## config.mk

```make
export PLATFORM = sky130hd
export DESIGN_NAME = fetch_queue_stage_flat
export DESIGN_NICKNAME = d
export VERILOG_FILES = /design/src/rtl/fetch_queue_stage_if.sv /design/src/rtl/fetch_queue_stage.sv /design/src/flat_wrapper.sv
export SDC_FILE = /design/constraint.sdc
export NUM_CORES = 1
export LEC_CHECK = 0
export ABC_CLOCK_PERIOD_IN_PS = 16100
export CAP_MARGIN = 5
export CORE_MARGIN = 10
export CORE_UTILIZATION = 50
export CTS_BUF_LIST = sky130_fd_sc_hd__clkbuf_16
export CTS_CLUSTER_SIZE = 16
export DETAILED_ROUTE_END_ITERATION = 16
export DONT_BUFFER_PORTS = 1
export PLACE_DENSITY_LB_ADDON = 0.05
export SYNTH_ARGS = -nofsm -noshare
export SYNTH_HDL_FRONTEND = slang
export SYNTH_SLANG_ARGS = --single-unit
```

## constraint.sdc

```tcl
create_clock -name clk -period 16.1 [get_ports clk]
set_input_delay 2.415 -clock clk [delete_from_list [all_inputs] [get_ports clk]]
set_output_delay 2.415 -clock clk [all_outputs]
set_load 0.01 [all_outputs]
```

## src/rtl/fetch_queue_stage_if.sv

```systemverilog
// fetch_queue_stage_if: bundles the redirect input, instruction-memory read port
// and decode-side valid/ready handshake of the fetch queue stage.
// master = the fetch stage itself, slave = the surrounding core (memory + decode).
interface fetch_queue_stage_if #(
  parameter int XLEN   = 32,
  parameter int ADDR_W = 12
);
  // Redirect from execute.
  logic              redirect;
  logic [XLEN-1:0]   redirect_pc;
  // Synchronous-read instruction memory port.
  logic              imem_en;
  logic [ADDR_W-1:0] imem_addr;
  logic [XLEN-1:0]   imem_rdata;
  // Decode handshake, driven from the queue head.
  logic              out_valid;
  logic              out_ready;
  logic [XLEN-1:0]   out_instr;
  logic [XLEN-1:0]   out_pc;
  logic [XLEN-1:0]   out_pcplus4;

  modport master (
    input  redirect, redirect_pc, imem_rdata, out_ready,
    output imem_en, imem_addr, out_valid, out_instr, out_pc, out_pcplus4
  );

  modport slave (
    output redirect, redirect_pc, imem_rdata, out_ready,
    input  imem_en, imem_addr, out_valid, out_instr, out_pc, out_pcplus4
  );
endinterface

```

## src/rtl/fetch_queue_stage.sv

```systemverilog
// fetch_queue_stage: owns the PC, issues word reads to a 1-cycle synchronous
// instruction memory and buffers {instr, pc, pc+4} in a DEPTH-entry FIFO that
// feeds decode over valid/ready. A redirect flushes the queue and squashes the
// read in flight. Issue is credit based (queued + in-flight < DEPTH), so a
// returning word always finds a free slot.
// Optional: define FETCH_PERF_CNT_EN to add the perf_fetched / perf_squashed
// counters; without it the block has no counter ports or logic.
module fetch_queue_stage #(
  parameter int              XLEN     = 32,
  parameter int              ADDR_W   = 12,
  parameter int              DEPTH    = 4,
  parameter logic [XLEN-1:0] RESET_PC = '0
) (
  input  logic clk,
  input  logic rst,
  fetch_queue_stage_if.master bus
`ifdef FETCH_PERF_CNT_EN
  ,
  output logic [31:0] perf_fetched,
  output logic [31:0] perf_squashed
`endif
);

  localparam int PTR_W = $clog2(DEPTH);
  localparam int CNT_W = PTR_W + 1;
  localparam logic [CNT_W-1:0] DEPTH_C = CNT_W'(DEPTH);

  // Fetch-side state.
  logic [XLEN-1:0]  pc;
  logic [XLEN-1:0]  req_pc;
  logic             inflight;

  // Queue state; pointers wrap naturally because DEPTH is a power of two.
  logic [PTR_W-1:0] head;
  logic [PTR_W-1:0] tail;
  logic [CNT_W-1:0] count;
  logic [XLEN-1:0]  q_instr   [DEPTH];
  logic [XLEN-1:0]  q_pc      [DEPTH];
  logic [XLEN-1:0]  q_pcplus4 [DEPTH];

  // Per-cycle decisions.
  logic [CNT_W-1:0] credits;
  logic             issue;
  logic             push;
  logic             pop;

  // The low two bits of a redirect target are dropped: fetch is word aligned.
  logic [1:0] unused_redirect_lsbs;
  assign unused_redirect_lsbs = bus.redirect_pc[1:0];

  // Decide issue / push / pop; a redirect suppresses all three.
  always_comb begin
    // NOTE: every signal written here gets a default first, so no path can infer a latch.
    credits = count + CNT_W'(inflight);
    issue   = 1'b0;
    push    = 1'b0;
    pop     = 1'b0;
    if (!bus.redirect) begin
      issue = (credits < DEPTH_C);
      push  = inflight;
      pop   = (count != '0) && bus.out_ready;
    end
  end

  // Reset is folded into the enable so the memory sees no read while held in reset.
  assign bus.imem_en   = issue && !rst;
  assign bus.imem_addr = pc[ADDR_W+1:2];

  // PC, in-flight flag and the PC of the outstanding read.
  always_ff @(posedge clk or posedge rst) begin
    // NOTE: sequential state uses non-blocking assignments so every flop samples pre-edge values.
    if (rst) begin
      pc       <= RESET_PC;
      req_pc   <= '0;
      inflight <= 1'b0;
    end else if (bus.redirect) begin
      pc       <= {bus.redirect_pc[XLEN-1:2], 2'b00};
      inflight <= 1'b0;
    end else begin
      inflight <= issue;
      if (issue) begin
        pc     <= pc + XLEN'(4);
        req_pc <= pc;
      end
    end
  end

  // Queue pointers and occupancy; a redirect flushes back to empty.
  always_ff @(posedge clk or posedge rst) begin
    if (rst) begin
      head  <= '0;
      tail  <= '0;
      count <= '0;
    end else if (bus.redirect) begin
      head  <= '0;
      tail  <= '0;
      count <= '0;
    end else begin
      if (push) tail <= tail + PTR_W'(1);
      if (pop)  head <= head + PTR_W'(1);
      case ({push, pop})
        2'b10:   count <= count + CNT_W'(1);
        2'b01:   count <= count - CNT_W'(1);
        default: count <= count;
      endcase
    end
  end

  // Queue storage: write the returning word at the tail.
  always_ff @(posedge clk or posedge rst) begin
    // NOTE: the entries are reset because out_* read the head directly and must be 0 out of reset.
    if (rst) begin
      for (int i = 0; i < DEPTH; i++) begin
        q_instr[i]   <= '0;
        q_pc[i]      <= '0;
        q_pcplus4[i] <= '0;
      end
    end else if (push) begin
      q_instr[tail]   <= bus.imem_rdata;
      q_pc[tail]      <= req_pc;
      q_pcplus4[tail] <= req_pc + XLEN'(4);
    end
  end

  // Decode sees only registered head state: no path from imem_rdata to out_*.
  assign bus.out_valid   = (count != '0);
  assign bus.out_instr   = q_instr[head];
  assign bus.out_pc      = q_pc[head];
  assign bus.out_pcplus4 = q_pcplus4[head];

`ifdef FETCH_PERF_CNT_EN
  // Count accepted instructions and work thrown away by redirects.
  always_ff @(posedge clk or posedge rst) begin
    if (rst) begin
      perf_fetched  <= '0;
      perf_squashed <= '0;
    end else if (bus.redirect) begin
      perf_squashed <= perf_squashed + 32'(count) + 32'(inflight);
    end else if (pop) begin
      perf_fetched  <= perf_fetched + 32'd1;
    end
  end
`endif

endmodule
```

## src/flat_wrapper.sv

```systemverilog
// flat-port wrapper written by rule: the top's interface ports become plain ports
module fetch_queue_stage_flat 
#(
  parameter int              XLEN     = 32,
  parameter int              ADDR_W   = 12,
  parameter int              DEPTH    = 4,
  parameter logic [XLEN-1:0] RESET_PC = '0
)
  (clk, rst, bus_redirect, bus_redirect_pc, bus_imem_rdata, bus_out_ready, bus_imem_en, bus_imem_addr, bus_out_valid, bus_out_instr, bus_out_pc, bus_out_pcplus4);
  fetch_queue_stage_if #(.XLEN(XLEN), .ADDR_W(ADDR_W)) bus_i ();
  input  logic clk;
  input  logic rst;
  input wire logic [$bits(bus_i.redirect)-1:0] bus_redirect;
  input wire logic [$bits(bus_i.redirect_pc)-1:0] bus_redirect_pc;
  input wire logic [$bits(bus_i.imem_rdata)-1:0] bus_imem_rdata;
  input wire logic [$bits(bus_i.out_ready)-1:0] bus_out_ready;
  output wire logic [$bits(bus_i.imem_en)-1:0] bus_imem_en;
  output wire logic [$bits(bus_i.imem_addr)-1:0] bus_imem_addr;
  output wire logic [$bits(bus_i.out_valid)-1:0] bus_out_valid;
  output wire logic [$bits(bus_i.out_instr)-1:0] bus_out_instr;
  output wire logic [$bits(bus_i.out_pc)-1:0] bus_out_pc;
  output wire logic [$bits(bus_i.out_pcplus4)-1:0] bus_out_pcplus4;
  assign bus_i.redirect = bus_redirect;
  assign bus_i.redirect_pc = bus_redirect_pc;
  assign bus_i.imem_rdata = bus_imem_rdata;
  assign bus_i.out_ready = bus_out_ready;
  assign bus_imem_en = bus_i.imem_en;
  assign bus_imem_addr = bus_i.imem_addr;
  assign bus_out_valid = bus_i.out_valid;
  assign bus_out_instr = bus_i.out_instr;
  assign bus_out_pc = bus_i.out_pc;
  assign bus_out_pcplus4 = bus_i.out_pcplus4;
  fetch_queue_stage #(.XLEN(XLEN), .ADDR_W(ADDR_W), .DEPTH(DEPTH), .RESET_PC(RESET_PC)) u_core (.clk(clk), .rst(rst), .bus(bus_i));
endmodule
```

### Word level (Yosys, flattened, before mapping)

Index checks and enable logic that the tools add are counted.

| cells by class | value |
|---|---|
| $add $sub $neg | 7 |
| magnitude comparators | 4 |
| eq/ne operators | 2 |
| muxes and demuxes | 26 |
| bitwise logic cells | 3 |
| reduce and logical (&&, ||, !) cells | 10 |

Operators by type and width:

| operator | number |
|---|---|
| 128-bit bitwise mux | 3 |
| 32-bit two-way mux | 9 |
| 32-bit binary-select mux with 2-bit select | 3 |
| 32-bit by 3-bit adder with 32-bit output, second input constant | 2 |
| 32-bit demux with 2-bit select | 1 |
| 2-bit two-way mux | 4 |
| 3-bit greater-or-equal comparator, second input constant | 2 |
| 2-bit NOT with 3-bit output | 2 |
| 3-bit one-hot mux with 2 select lines | 1 |
| 2-bit nonzero test | 3 |
| 3-bit nonzero test | 2 |
| 2-bit by 1-bit adder with 2-bit output, second input constant | 2 |
| 1-bit two-way mux | 4 |
| 3-bit by 1-bit adder with 3-bit output | 1 |
| 3-bit by 1-bit adder with 3-bit output, second input constant | 1 |
| 1-bit logical AND | 3 |
| 3-bit by 1-bit less-than comparator with 1-bit output, second input constant | 1 |
| 3-bit less-than comparator, second input constant | 1 |
| 3-bit two-way mux | 1 |
| 3-bit by 1-bit subtractor with 3-bit output, second input constant | 1 |
| 2-bit by 1-bit equality test with 1-bit output, second input constant | 1 |
| 2-bit equality test, second input constant | 1 |
| 2-bit AND reduction | 1 |
| 1-bit zero test | 1 |
| 1-bit NOT | 1 |

| word-level totals | value |
|---|---|
| register bits after elaboration | 456 |
| input bits | 68 |
| output and inout port bits | 110 |
| word-level logic and storage cells | 70 |

### Depth between registers and ports, before layout

| depth | value |
|---|---|
| depth in word-level cells | 6 |
| depth in mapped cells | 8 |
| depth with buffers taken out | 7 |

### Worst setup path before layout

OpenSTA, ideal clock, no wires.

| timing | value |
|---|---|
| kind | in2out |
| start point | input bus_redirect |
| end point | output bus_imem_en |
| arrival | 3,112 ps |
| required time | 13,685 ps |
| slack | 10,573 ps |
| stages | 3 |
| path buffers | 2 |
| cell sequence | clkbuf_1 clkbuf_1 nor3_1 |

| on the way | value |
|---|---|
| cells in the longest elaborated chain, start to end | 2 |

RTL lines:

| element | RTL line | text |
|---|---|---|
| from (decl) | flat_wrapper.sv:13 | `input wire logic [$bits(bus_i.redirect)-1:0] bus_redirect;` |
| 1-bit two-way mux | fetch_queue_stage.sv:58 | `if (!bus.redirect) begin` |
| 1-bit logical AND | fetch_queue_stage.sv:66 | `assign bus.imem_en = issue && !rst;` |
| to (decl) | flat_wrapper.sv:17 | `output wire logic [$bits(bus_i.imem_en)-1:0] bus_imem_en;` |

Every way passes these cells.

### Worst setup path after layout

| timing | value |
|---|---|
| start point | register u_core.head[0] |
| end point | output bus_out_pcplus4[8] |

| on the way | value |
|---|---|
| cells in the longest elaborated chain, start to end | 4 |

RTL lines:

| element | RTL line | text |
|---|---|---|
| from (decl) | fetch_queue_stage.sv:34 | `logic [PTR_W-1:0] head;` |
| from (signal assigned) | fetch_queue_stage.sv:100 | `if (pop) head <= head + PTR_W'(1);` |
| 2-bit NOT with 3-bit output (implied by the code) | fetch_queue_stage.sv:129 | `assign bus.out_pcplus4 = q_pcplus4[head];` |
| 32-bit binary-select mux with 2-bit select | fetch_queue_stage.sv:129 |  |
| 32-bit two-way mux (implied by the code) (2 in series) | fetch_queue_stage.sv:129 |  |
| to (decl) | flat_wrapper.sv:22 | `output wire logic [$bits(bus_i.out_pcplus4)-1:0] bus_out_pcplus4;` |

Every way passes these cells. The select of a mux whose other input is x is not followed.

==> results by group <==
Status
  • Status: finished clean

Clock network
  • # clock sinks: 436
  • Clk slew on worst S/H paths: 0.05 ns
  • CTS resizes: 0
  • Hold_buf cts: 0
  • Cts bufs inserted: 48
  • Clk root buf: clkbuf_16
  • Postcts setup bufs: 0
  • Clk_lat worst skew: 0.57 ns
  • H-tree Lvls: 2
  • Maximum buffer depth of the clock tree: 3
  • CTS tree: built

Detailed routing
  • WL/cell: 22.49 um
  • Routed wl met2: 20.22 mm
  • Routed wl met3: 2.277 mm
  • Initial drt markers: 641
  • Detailed Routing Iterations Pass 1: 4
  • Highest metal used: met4
  • WL final: 43.89 mm
  • Vias: 11110
  • Routed Antenna Nets: 0
  • Vias per inst: 5.691
  • M1 WL: 20.51 mm
  • DRC violations left: 0

Synth
  • Simple-Gate Fraction of Synth Area: 6.823%
  • Share of the synthesized area in the top cell type: 56.02%
  • Largest family of logic cells by synthesized area: multiplexers
  • Cell variety after synth: 40
  • Synth Register Bits: 436
  • Post-synthesis adder-cell area fraction: 0.4882%
  • Yosys top cell by area: dfrtp_1
  • Seq/Total Area, Yosys: 56.02%
  • Complex-gate fraction of the synthesized area: 4.112%
  • Mapped Cells: 1460
  • Post-synthesis mux area share: 26.52%
  • Largest cells by area after synthesis: dfrtp_1 56%, mux2_2 16%, mux4_2 11%
  • Synthesized area: 19480 um2
  • Synth warnings: 0
  • Xor-xnor portion of the synthesized cell area: 2.827%
  • Synth Area per Inst: 13.34 um2

GRT
  • Vias in the first global route: 11830
  • Gr usage total: 18.85%
  • Initial antenna violation count: 0
  • First-pass GRT wire length: 70.04 mm
  • Largest net degree at the start of global routing: 167
  • GRT Residual Overflow: 0

Power
  • P_sw: 1.356 mW
  • Comb pwr share: 29.9%
  • Worst vdd ir: 0.09201 mV
  • Switching share of power: 33.01%
  • Clk pwr share: 23.8%
  • LEAKAGE: 9.178 nW
  • Sequential share of power: 46.3%
  • Cell Int Power: 2.751 mW
  • Pwr dens: 194.7 nW/um2

Run
  • Max-cap violations: 0

Cells and area
  • Post-route cell area: 21090 um2
  • Area grow syn2layout: 8.300%
  • Share of layout cells above drive strength 1: 31.03%
  • Post-route insts no fill: 1952
  • Final core utilization: 54.71%
  • Final net count: 1473
  • Filler instances: 3325
  • ANT cells: 0

Die
  • Die width: 217.4 um
  • Row count: 72
  • Total die area: 47250 um2
  • Initial Util: 50.51%
  • Core ar.: 38560 um2
  • I/O pin cnt: 178
  • Die height: 217.4 um

STA
  • Period Utilization, post-route: 36.96%
  • Least-Margin Pin Slew: 0.9952 ns
  • Final setup viols: 0
  • Final hold viol count: 0
  • F_max: 168.1 MHz
  • Final min period: 5.950 ns
  • TNS Setup: 0 ns
  • Slew Limit Fails: 0
  • Normalized max-slew margin: 33.66%
  • Unrepaired setup endpoints after global routing: false
  • Skew final: 0.008283 ns

Place
  • Placed Area: 19710 um2
  • Gpl congestion: 0.7983
  • Post-DP HPWL: 26.76 mm
  • Post-placement cell count: 1866
  • IO Port Bufs: 0

Worst hold path
  • Hold Crit Class: register to register
  • Hold depth: 2

Critical path
  • CP Launch Type: register
  • Worst reg2reg setup slack: 13.12 ns
  • WP data required: 13.69 ns
  • Arrival time worst endpoint: 3.53 ns
  • Worst setup EP type: output pin
  • WS Path Type: register to output pin
  • R2R cell count: 4
  • Crit-path max FO: 36
registers in the layout, summed over array words and instances, names as in the netlist:
signal	cells
u_core.q_instr	128
u_core.req_pc	30
u_core.q_pcplus4	120
u_core.count	3
u_core.pc	30
u_core.head	2
u_core.inflight	1
u_core.q_pc	120
u_core.tail	2
final cells by class:
cell class / instances / area, um2 / share of cell area, %
well taps: 518 / 648.1 / 3.073
repair buffers: 14 / 117.6 / 0.5576
inverters: 9 / 41.29 / 0.1958
clock inverters: 37 / 153.9 / 0.7296
clock buffers: 49 / 1226 / 5.813
flip-flops and latches: 436 / 10920 / 51.76
multi-input cells: 889 / 7988 / 37.87
metal layers:
layer | vias up | GRT usage (%)
met1 | 5788 | 26.28
met4 | 0 | 5.453
met3 | 59 | 4.313
met2 | 202 | 29.12
li1 | 5060 | -
met5 | - | 0
worst paths after layout:
kind,end,startpoint
worst max-delay path,bus_out_pcplus4[8],u_core.head[0]$_DFFE_PP0P_
worst min-delay path,u_core.q_pcplus4[126]$_DFFE_PP0P_,u_core.q_pcplus4[126]$_DFFE_PP0P_
worst max register to register,u_core.q_instr[67]$_DFFE_PP0P_,u_core.inflight$_DFF_PP0_
worst min register to register,u_core.q_pcplus4[126]$_DFFE_PP0P_,u_core.q_pcplus4[126]$_DFFE_PP0P_
max in group asynchronous,u_core.q_instr[66]$_DFFE_PP0P_,rst
min in group asynchronous,u_core.head[1]$_DFFE_PP0P_,rst
cells in the final DEF, fill, tap and decap left out, types with 2 or more instances in the layout:
| cell type | netlist | routed |
|---|---|---|
| nand2_4 | 0 | 4 |
| xnor2_1 | 36 | 36 |
| nor3_1 | 12 | 12 |
| nand4_1 | 15 | 15 |
| clkinv_1 | 0 | 12 |
| a31oi_1 | 2 | 2 |
| inv_1 | 9 | 26 |
| nor2_1 | 19 | 18 |
| and3_1 | 6 | 6 |
| conb_1 | 1 | 4 |
| nor4_1 | 12 | 12 |
| dfrtp_1 | 436 | 434 |
| nand3_1 | 23 | 23 |
| inv_8 | 0 | 2 |
| and2_1 | 2 | 2 |
| buf_4 | 16 | 13 |
| mux2i_1 | 3 | 3 |
| o21ai_0 | 155 | 155 |
| xor2_1 | 25 | 25 |
| clkinv_2 | 0 | 6 |
| and4_1 | 9 | 9 |
| nand2_1 | 177 | 173 |
| dfrtp_4 | 0 | 2 |
| mux2_2 | 272 | 272 |
| mux4_2 | 92 | 92 |
| clkbuf_16 | 0 | 49 |
| ha_1 | 6 | 6 |
| or3_1 | 5 | 5 |
worst max-delay path: stages (launching register included):
cell and delay, ns:
dfrtp_4 0.77, buf_4 0.70, buf_4 0.75, mux4_2 0.68
metrics by stage:
step / power, mW / setup WS, ns / hold WS, ns
5_1_grt: 4.375 / 9.756 / 0.5000
6_report: 4.107 / 10.15 / 0.4735
3_5_place_dp: 3.188 / 10.55 / 0.4678
4_1_cts: 4.181 / 9.932 / 0.4802
2_1_floorplan: 2.842 / 1.540 / 0.4446
3_3_place_gp: 3.137 / 10.55 / 0.4558
synth_stat cells (all sizes together):
master / count
nand4: 15
mux2: 272
nor4bb: 1
xnor2: 36
a21oi: 1
nand3: 23
or4bb: 1
and3: 7
o31ai: 1
nor4: 13
buf: 68
nand2: 177
dfrtp: 436
nor2b: 1
xor2: 26
and4: 9
fa: 1
a31oi: 2
nor3b: 1
nor3: 12
or2: 1
conb: 1
and2: 2
ha: 6
clkbuf: 61
nand3b: 1
mux4: 92
mux2i: 3
or3: 5
nor2: 19
nor4b: 1
inv: 9
o21ai: 155
or4: 1
cells by family after synthesis:
logic type | Yosys count
muxes | 367
DFF | 436
and+or+nand+nor | 290
xor gates and xnor gates | 62
other | 1
AOI/OAI and AO/OA | 159
adders and majority gates | 7
buffers and inverters | 138
power by group through the flow:
stage          clock network (mW)  registers [mW]  logic (mW)
6_report                    0.977            1.90        1.23
5_1_grt                      1.05            1.97        1.35
4_1_cts                      1.01            1.90        1.27
3_5_place_dp                    0            1.92        1.27
3_3_place_gp                    0            1.90        1.24
2_1_floorplan                   0            1.74        1.10
Note: power is estimated with default switching activity, not from simulation.
